==> config.mk <==
export PLATFORM = sky130hd
export DESIGN_NAME = ext_pipe
export DESIGN_NICKNAME = d
export VERILOG_FILES = /design/src/rtl/ext_pipe_pkg.sv /design/src/rtl/ext_lane_select.sv /design/src/rtl/ext_pipe.sv
export SDC_FILE = /design/constraint.sdc
export NUM_CORES = 1
export LEC_CHECK = 0
export CAP_MARGIN = 15
export CELL_PAD_IN_SITES_DETAIL_PLACEMENT = 0
export CELL_PAD_IN_SITES_GLOBAL_PLACEMENT = 2
export CORE_MARGIN = 3
export CORE_UTILIZATION = 30
export CTS_CLUSTER_DIAMETER = 200
export DETAILED_ROUTE_END_ITERATION = 10
export PLACE_DENSITY_LB_ADDON = 0.1
export SLEW_MARGIN = 40
export SYNTH_ARGS = -nofsm -noshare
export SYNTH_HDL_FRONTEND = slang
export SYNTH_HIERARCHICAL = 1
export SYNTH_SLANG_ARGS = --single-unit
==> constraint.sdc <==
create_clock -name clk -period 3.9 [get_ports clk]
set_clock_uncertainty 0.1 [all_clocks]
set_input_delay 0.78 -clock clk [delete_from_list [all_inputs] [get_ports clk]]
set_output_delay 0.78 -clock clk [all_outputs]
set_load 0.02 [all_outputs]
==> src/rtl/ext_pipe_pkg.sv <==
// ext_pipe_pkg
// Shared constants for the operand extender: operation-select codes for the
// immediate and load paths, the mode field width, and the width of the raw
// field carried from the lane selector into the extend stage.
//
// Optional feature macro: EXT_PIPE_LWLR_EN
//   When defined, the mode field grows to 4 bits and the unaligned word
//   loads LWL (8) and LWR (9) exist. Otherwise the mode field is 3 bits and
//   every code is a defined operation.
package ext_pipe_pkg;

`ifdef EXT_PIPE_LWLR_EN
  localparam int MODE_W = 4;
`else
  localparam int MODE_W = 3;
`endif

  // The widest field any mode selects is a 32-bit word, so S1 only needs
  // to carry 32 raw bits regardless of the datapath width.
  localparam int RAW_W = 32;

  // Operation-select codes, shared by the ID-stage immediate generator and
  // the load write-back path.
  typedef enum logic [MODE_W-1:0] {
    EXT_SEL_ZERO = MODE_W'(0),
    EXT_SEL_SIGN = MODE_W'(1),
    EXT_SEL_LUI  = MODE_W'(2),
    EXT_LB       = MODE_W'(3),
    EXT_LBU      = MODE_W'(4),
    EXT_LH       = MODE_W'(5),
    EXT_LHU      = MODE_W'(6),
    EXT_LW       = MODE_W'(7)
`ifdef EXT_PIPE_LWLR_EN
    ,
    EXT_LWL      = MODE_W'(8),
    EXT_LWR      = MODE_W'(9)
`endif
  } ext_mode_e;

endpackage

==> src/rtl/ext_lane_select.sv <==
// ext_lane_select
// Combinational front half of the extender. Picks the byte lanes a load
// refers to (little-endian, lane k = data[8k+7:8k]), checks alignment,
// and for LWL/LWR merges the selected memory bytes into the old rt value.
// The selected field is returned right-justified and zero-padded; sign or
// zero extension happens later in the pipeline.
//
// Ports:
//   mode     operation select
//   data     raw memory word, or immediate in the low IMM_W bits
//   addr_lo  byte offset of the load
//   merge    old rt value (LWL/LWR only)
//   raw      right-justified selected field
//   err      misaligned access or illegal mode
//
// Optional feature macro: EXT_PIPE_LWLR_EN (adds LWL/LWR merging).
module ext_lane_select
  import ext_pipe_pkg::*;
#(
  parameter int DATA_W = 32,
  parameter int IMM_W  = 16,
  parameter int AW     = $clog2(DATA_W/8)
) (
  input  logic [MODE_W-1:0] mode,
  input  logic [DATA_W-1:0] data,
  input  logic [AW-1:0]     addr_lo,
  input  logic [DATA_W-1:0] merge,
  output logic [RAW_W-1:0]  raw,
  output logic              err
);

  logic [DATA_W-1:0] lane_shift;
  logic [1:0]        word_off;
  logic              unused_merge;

  // merge is only consumed by LWL/LWR, and only its low word at that.
  assign unused_merge = ^merge;

`ifdef EXT_PIPE_LWLR_EN
  logic [AW-1:0]     word_base;
  logic [DATA_W-1:0] word_shift;
  logic [31:0]       word;

  // LWL/LWR work on the aligned word containing the addressed byte; the
  // offset inside that word decides how many bytes are merged.
  always_comb begin
    word_base  = addr_lo & ~AW'(3);
    word_shift = data >> {word_base, 3'b000};
    word       = word_shift[31:0];
  end
`endif

  // Shifting the addressed lane down to bit 0 lets byte, halfword and word
  // loads all take their field from the bottom of the same shifted word.
  always_comb begin
    lane_shift = data >> {addr_lo, 3'b000};
    word_off   = addr_lo[1:0];
    raw        = '0;
    err        = 1'b0;
    case (mode)
      EXT_SEL_ZERO, EXT_SEL_SIGN, EXT_SEL_LUI: raw = RAW_W'(data[IMM_W-1:0]);
      EXT_LB, EXT_LBU:                         raw = RAW_W'(lane_shift[7:0]);
      EXT_LH, EXT_LHU: begin
        if (addr_lo[0]) err = 1'b1;
        else            raw = RAW_W'(lane_shift[15:0]);
      end
      EXT_LW: begin
        if (word_off != 2'd0) err = 1'b1;
        else                  raw = lane_shift[31:0];
      end
`ifdef EXT_PIPE_LWLR_EN
      // LWL: memory lanes 0..a land in result bytes 3-a..3, the rest of
      // the result keeps the low bytes of the old rt value.
      EXT_LWL: raw = (word << {~word_off, 3'b000}) |
                     (merge[31:0] & (32'hFFFF_FFFF >> ({1'b0, word_off, 3'b000} + 6'd8)));
      // LWR: memory lanes a..3 land in result bytes 0..3-a, the top a
      // bytes keep the old rt value.
      EXT_LWR: raw = (word >> {word_off, 3'b000}) |
                     (merge[31:0] & ~(32'hFFFF_FFFF >> {word_off, 3'b000}));
`endif
      default: err = 1'b1;
    endcase
  end

endmodule

==> src/rtl/ext_pipe.sv <==
// ext_pipe
// Two-stage pipelined operand extender shared by the decode immediate path
// and the load write-back path. S1 registers the lane-selected raw field,
// mode, error flag and tag; S2 registers the zero/sign/LUI-extended result.
// Valid/ready handshake on both sides; a stage only updates when it loads.
//
// Ports:
//   clk, rst_n            rising-edge clock, synchronous active-low reset
//   in_valid / in_ready   input handshake
//   in_mode               operation select (ext_mode_e codes)
//   in_data               raw memory word or immediate (low IMM_W bits)
//   in_addr_lo            byte offset of a load
//   in_merge              old rt value for LWL/LWR
//   in_tag                sideband, passed through
//   out_valid / out_ready output handshake
//   out_data              extended result, 0 when out_err
//   out_err               misaligned load or illegal mode
//   out_tag               sideband of the result
//
// Optional feature macro: EXT_PIPE_LWLR_EN (4-bit mode, LWL/LWR).
module ext_pipe
  import ext_pipe_pkg::*;
#(
  parameter int DATA_W = 32,
  parameter int IMM_W  = 16,
  parameter int TAG_W  = 5
) (
  input  logic                        clk,
  input  logic                        rst_n,
  input  logic                        in_valid,
  output logic                        in_ready,
  input  logic [MODE_W-1:0]           in_mode,
  input  logic [DATA_W-1:0]           in_data,
  input  logic [$clog2(DATA_W/8)-1:0] in_addr_lo,
  input  logic [DATA_W-1:0]           in_merge,
  input  logic [TAG_W-1:0]            in_tag,
  output logic                        out_valid,
  input  logic                        out_ready,
  output logic [DATA_W-1:0]           out_data,
  output logic                        out_err,
  output logic [TAG_W-1:0]            out_tag
);

  localparam int AW = $clog2(DATA_W/8);

  logic              s1_valid;
  logic [RAW_W-1:0]  s1_raw;
  logic [MODE_W-1:0] s1_mode;
  logic              s1_err;
  logic [TAG_W-1:0]  s1_tag;
  logic              s2_valid;

  logic              s1_load;
  logic              s2_load;
  logic [RAW_W-1:0]  sel_raw;
  logic              sel_err;
  logic [DATA_W-1:0] ext_data;
  logic [31:0]       lui_word;

  ext_lane_select #(
    .DATA_W (DATA_W),
    .IMM_W  (IMM_W),
    .AW     (AW)
  ) u_lane_select (
    .mode    (in_mode),
    .data    (in_data),
    .addr_lo (in_addr_lo),
    .merge   (in_merge),
    .raw     (sel_raw),
    .err     (sel_err)
  );

  // Each stage loads when it is empty or the stage after it is loading, so
  // a full pipe with a draining consumer shifts all beats in one cycle.
  // in_ready is derived from stage state only, never from in_valid.
  assign s2_load   = !s2_valid || out_ready;
  assign s1_load   = !s1_valid || s2_load;
  assign in_ready  = rst_n && s1_load;
  assign out_valid = s2_valid;

  // Extend stage: turns the right-justified raw field into a DATA_W result.
  // LUI shifts the immediate into the upper half of a 32-bit word and then
  // treats that word like a signed word load.
  always_comb begin
    lui_word = s1_raw << 16;
    ext_data = '0;
    case (s1_mode)
      EXT_SEL_ZERO: ext_data = DATA_W'(s1_raw[IMM_W-1:0]);
      EXT_SEL_SIGN: ext_data = DATA_W'($signed(s1_raw[IMM_W-1:0]));
      EXT_SEL_LUI:  ext_data = DATA_W'($signed(lui_word));
      EXT_LB:       ext_data = DATA_W'($signed(s1_raw[7:0]));
      EXT_LBU:      ext_data = DATA_W'(s1_raw[7:0]);
      EXT_LH:       ext_data = DATA_W'($signed(s1_raw[15:0]));
      EXT_LHU:      ext_data = DATA_W'(s1_raw[15:0]);
      EXT_LW:       ext_data = DATA_W'($signed(s1_raw));
`ifdef EXT_PIPE_LWLR_EN
      EXT_LWL:      ext_data = DATA_W'($signed(s1_raw));
      EXT_LWR:      ext_data = DATA_W'($signed(s1_raw));
`endif
      default:      ext_data = '0;
    endcase
    if (s1_err) ext_data = '0;
  end

  // S1 valid bit: cleared by reset, otherwise follows the input whenever
  // the stage is free to load.
  always_ff @(posedge clk) begin
    if (!rst_n) begin
      s1_valid <= 1'b0;
    end else if (s1_load) begin
      s1_valid <= in_valid;
    end
  end

  // S1 payload: captured only on an actual input transfer; no reset needed
  // because it is never observed while s1_valid is low.
  always_ff @(posedge clk) begin
    if (rst_n && s1_load && in_valid) begin
      s1_raw  <= sel_raw;
      s1_mode <= in_mode;
      s1_err  <= sel_err;
      s1_tag  <= in_tag;
    end
  end

  // S2: the output registers. They hold while the consumer stalls and only
  // take new payload when a valid beat moves up from S1.
  always_ff @(posedge clk) begin
    if (!rst_n) begin
      s2_valid <= 1'b0;
      out_data <= '0;
      out_err  <= 1'b0;
      out_tag  <= '0;
    end else if (s2_load) begin
      s2_valid <= s1_valid;
      if (s1_valid) begin
        out_data <= ext_data;
        out_err  <= s1_err;
        out_tag  <= s1_tag;
      end
    end
  end

endmodule
=== Yosys cells after proc, flatten, opt, wreduce, memory -nomap -nowiden ===
Index checks and enable logic that the tools add are counted.

* ROM bits: 0
* Register bits: 81
* Bits of input ports: 78
* Output and inout port bits: 40
* Bits in latches: 0
* RAM bits: 0
* Memories: 0
* Logic and storage cells: 47

* Multipliers: 0
* Multiplexer cells: 8
* Bitwise logic cells: 0
* Reductions and logical operators: 15
* Shifts and indexed selects: 1
* Eq/ne operators: 14
* Divide/modulo/power cells: 0
* Add/subtract/negate cells: 0
* Magnitude comparators: 0

{| class="wikitable"
|+ Operators by type and width
! kind !! count
|-
| case mux 32 bit (6 select lines) || 1
|-
| case mux 32 bit (4 select lines) || 1
|-
| two-way mux 32 bit || 2
|-
| >> shifter 32 x 5 -> 32 bit || 1
|-
| == test 3 bit, second input constant || 8
|-
| two-way mux 16 bit || 1
|-
| == test 3 x 2 -> 1 bit, second input constant || 4
|-
| OR reduction 2 bit || 4
|-
| == test 3 x 1 -> 1 bit, second input constant || 2
|-
| logical NOT 3 bit || 2
|-
| OR reduction 3 bit || 1
|-
| logical AND 1 bit || 2
|-
| logical NOT 1 bit || 2
|-
| logical OR 1 bit || 2
|-
| two-way mux 1 bit || 2
|-
| case mux 1 bit (2 select lines) || 1
|-
| AND reduction 2 bit || 1
|-
| nonzero test 2 bit || 1
|}

=== Logic depth before layout (Yosys ltp) ===
* Depth in word-level cells: 5
* Mapped depth: 6
* Depth with buffers taken out: 4

=== Cells and area by module ===
Netlist, hierarchy kept.

{| class="wikitable"
|+ Modules (own cells, without submodules)
! module !! sequential area each (um^2) !! area an instance (um^2) !! times used !! cells each
|-
| ext_pipe || 2031.9 || 3066.7 || 1 || 254
|-
| ext_lane_select || 0.0 || 584.3 || 1 || 89
|}

=== Least setup slack after synthesis ===
No wires, ideal clock.

* Kind: input -> register
* From: input rst_n
* To: register s1_err (enable)
* Setup time: 402 ps
* Data required time: 3398 ps
* Buffers on the path: 1
* Setup slack: 659 ps
* Stages on the path: 3
* Arrival: 2739 ps
* Cells stage by stage: clkbuf_1 a21boi_0 and2_1

* Word-level cells in the longest chain between the ends: 2

{| class="wikitable"
|+ RTL lines
! what !! RTL line !! source
|-
| start, declared || ext_pipe.sv:29 || <nowiki>input logic rst_n,</nowiki>
|-
| logical AND 1 bit || n/a ||
|-
| named net in_ready || ext_pipe.sv:31 || <nowiki>output logic in_ready,</nowiki>
|-
| logical AND 1 bit || ext_pipe.sv:118 || <nowiki>if (rst_n && s1_load && in_valid) begin</nowiki>
|-
| end signal, assigned || ext_pipe.sv:121 || <nowiki>s1_err <= sel_err;</nowiki>
|-
| end, declared || ext_pipe.sv:49 || <nowiki>logic s1_err;</nowiki>
|}

The timed path passes the listed nets, and every way through them passes these cells.
A chain may end at the register's enable or synchronous reset.

=== Final worst setup path ===
* From: input out_ready
* To: output in_ready

* Word-level cells in the longest chain between the ends: 3

{| class="wikitable"
|+ RTL lines
! what !! RTL line !! source
|-
| start, declared || ext_pipe.sv:38 || <nowiki>input logic out_ready,</nowiki>
|-
| logical OR 1 bit || ext_pipe.sv:76 || <nowiki>assign s2_load = !s2_valid || out_ready;</nowiki>
|-
| logical OR 1 bit || ext_pipe.sv:77 || <nowiki>assign s1_load = !s1_valid || s2_load;</nowiki>
|-
| logical AND 1 bit || ext_pipe.sv:78 || <nowiki>assign in_ready = rst_n && s1_load;</nowiki>
|-
| end, declared || ext_pipe.sv:31 ||
|}

No other way between the ends.

==> summary.txt <==
Worst setup path
  • CP required: 3020 ps
  • Worst Setup End Kind: output pin
  • Worst Path Arrival: 2230 ps
  • Worst path bufs/invs: 2
  • Worst-path cell chain: clkdlybuf4s50_1 > nor2b_4 > a21boi_0 > clkdlybuf4s50_1
  • Crit-path max cell delay: 650 ps
  • CP max stage cell: clkdlybuf4s50_1
  • CP max FO: 5
  • CP Class: input port to output pin
  • Largest delay share family, worst path: buffers and inverters
  • Startpoint types: input port
  • Crit path top cell by count: clkdlybuf4s50_1

Synth
  • Synth top area cells: edfxtp_1 34%, dfxtp_1 22%, nand3_1 4.5%
  • Number of synthesized flops with an enable pin: 41
  • Most numerous cell in the Yosys netlist: edfxtp_1
  • Netlist cell types: 40
  • Synth Warn #: 6
  • Synth Register Bits: 81
  • Post-synth top area cell: edfxtp_1
  • Sequential share of the synthesized area: 55.7%
  • Mapped cell area: 3650 um^2
  • Avg Cell Area, Syn: 10.6 um^2
  • Main synth FF type: edfxtp_1
  • Post-Synthesis Cells: 343
  • Commonest cells in the netlist: 41 x edfxtp_1, 40 x dfxtp_1, 33 x nand3_1
  • Post-Syn Nets: 421
  • Top cell type's share of synthesized area: 33.7%
  • Async S/R FF share, synth: 0%

Drt
  • DRC: 0
  • Number of nets still failing antenna checks after routing: 0
  • Total wire length: 9270 um
  • Initial drt markers: 154
  • Vias/cell: 4.88
  • Post-DR wirelength/cell: 16.5 um
  • First drt pass iteration count: 4
  • Via Count: 2737

Timing
  • TNS Setup: 0 ps
  • Rel. slew slack: 53.7%
  • FMAX: 0.322 GHz
  • Hold Vio Cnt, Final: 0
  • Minimum clock period: 3110 ps
  • Max Slew Vio Count: 0
  • Final setup violation count: 0
  • Worst-Margin Slew: 692 ps
  • Final critical-path share of the clock period: 79.7%
  • RSZ-0062 raised after global routing: false
  • Fin Hold WS: 360 ps

Placed design
  • Cells after DPL: 545
  • Placed Area: 4550 um^2
  • Dpl hpwl: 6770 um
  • Port bufs: 85
  • Placer's final routability congestion estimate: 0.802

CTS
  • CTS root buffer: clkbuf_16
  • Clk_lat worst skew: 330 ps
  • Total CTS buffers: 9
  • CTS Hold Bufs: 0
  • H-tree Lvls: 3
  • Postcts setup bufs: 0
  • CTS max path bufs: 2
  • # resized after CTS: 0
  • CTS tree: yes
  • Clock Sinks: 81
  • Reg clk slew, reported paths: 50 ps

Die
  • Die X: 116 um
  • CORE AREA: 11700 um^2
  • Rows: 39
  • Die Height: 116 um
  • Total Die Area: 13500 um^2
  • Ports: 118
  • Initial Util: 31.3%

Run status
  • Status: completed

Power and ir drop
  • Pwr dens: 397 nW/um^2
  • Leakage: 1.66 nW
  • Worst ir drop on vdd: 203 uV

Final layout
  • Final #Nets: 491
  • Layout Utilization: 41.3%
  • Final instance area: 4810 um^2
  • Area Overhead vs Synth: 31.9%
  • Antenna Cells: 0
  • Share of layout cells above drive strength 1: 6.94%
  • Fin cells: 561

Global routing
  • Initial antenna violation count: 0
  • Pin count of the biggest net entering global routing: 43
  • Total track usage: 14.1%
  • Number of global-route vias before repair: 2677
  • Total grt overflow: 0
  • First-pass GRT wire length: 14600 um

Flow run
  • Maxcap violations: 0

Hold path
  • Hold crit path type: flip-flop to flip-flop
## path summary, 6_finish.rpt
| kind | endpoint | slack, ps | cells after the start | start |
|---|---|---|---|---|
| setup reg to reg | out_data[13] | 1660 | 4 | s1_mode[1] |
| hold reg to reg | out_data[5] | 360 | 2 | out_data[5] |
| setup / recovery | in_ready | 790 | 4 | out_ready |
| hold / removal | out_data[5] | 360 | 2 | out_data[5] |
## state kept, by name, summed over array words and instances, names as in the netlist
register and cells:
out_data 32, s1_err 1, s1_mode 3, s1_raw 32, out_tag 5, out_err 1
s1_tag 5, out_valid 1, s1_valid 1
## metal layers
metal	share of wire, %	GRT usage (%)
met5	0	0
met3	4.9	2.90
met4	1.6	5.34
met1	50	19.4
met2	44	21.8
## worst min-delay path: stages (launching register included)
cell and delay (ps):
dfxtp_1 300, nand2_1 50, a21boi_0 60
## cells in the final DEF, fill, tap and decap left out, types with 3 or more instances in the layout
master and instances:
a21boi_0 16, a21oi_1 19, a22o_1 7, a311oi_1 16
and2_1 17, buf_4 3, clkbuf_1 3, clkbuf_16 9
clkdlybuf4s50_1 85, dfxtp_1 40, edfxtp_1 41, mux2i_1 8
nand2_1 31, nand3_1 33, nor2_1 27, nor2b_1 3
o211ai_1 9, o21ai_1 7, o31ai_1 16
## cell families (layout without fill, tap and decap cells)
family	count (synthesis)	count (layout)	share of synthesized area, %
AND/OR/NAND/NOR	127	127	18.1
AO/OA/AOI/OAI	96	96	19.1
buffers and inverters	29	104	4.28
XOR/XNOR	1	1	0.240
flip-flops	81	81	55.7
multiplexers	9	9	2.60
## through the flow
stage               power, mW  setup WS (ps)
floorplan                1.09            659
global placement         1.20            842
detailed placement       1.20            804
CTS                      1.94            793
global route             1.99            741
finish                   1.91            793
## area by class of cell
type                    instances  area [um^2]
fillers                      1143         6850
flip-flops and latches         81         2030
multi-input cells             233         1470
repair buffers                 88          873
clock buffers                  12          236
well taps                     143          179
clock inverters                 4         21.3
## where the power goes
part	switching [mW]	internal (mW)
clock network	0.307	0.427
registers	0.0178	0.927
logic	0.124	0.107
No activity file was read; power rests on OpenSTA's default activity.
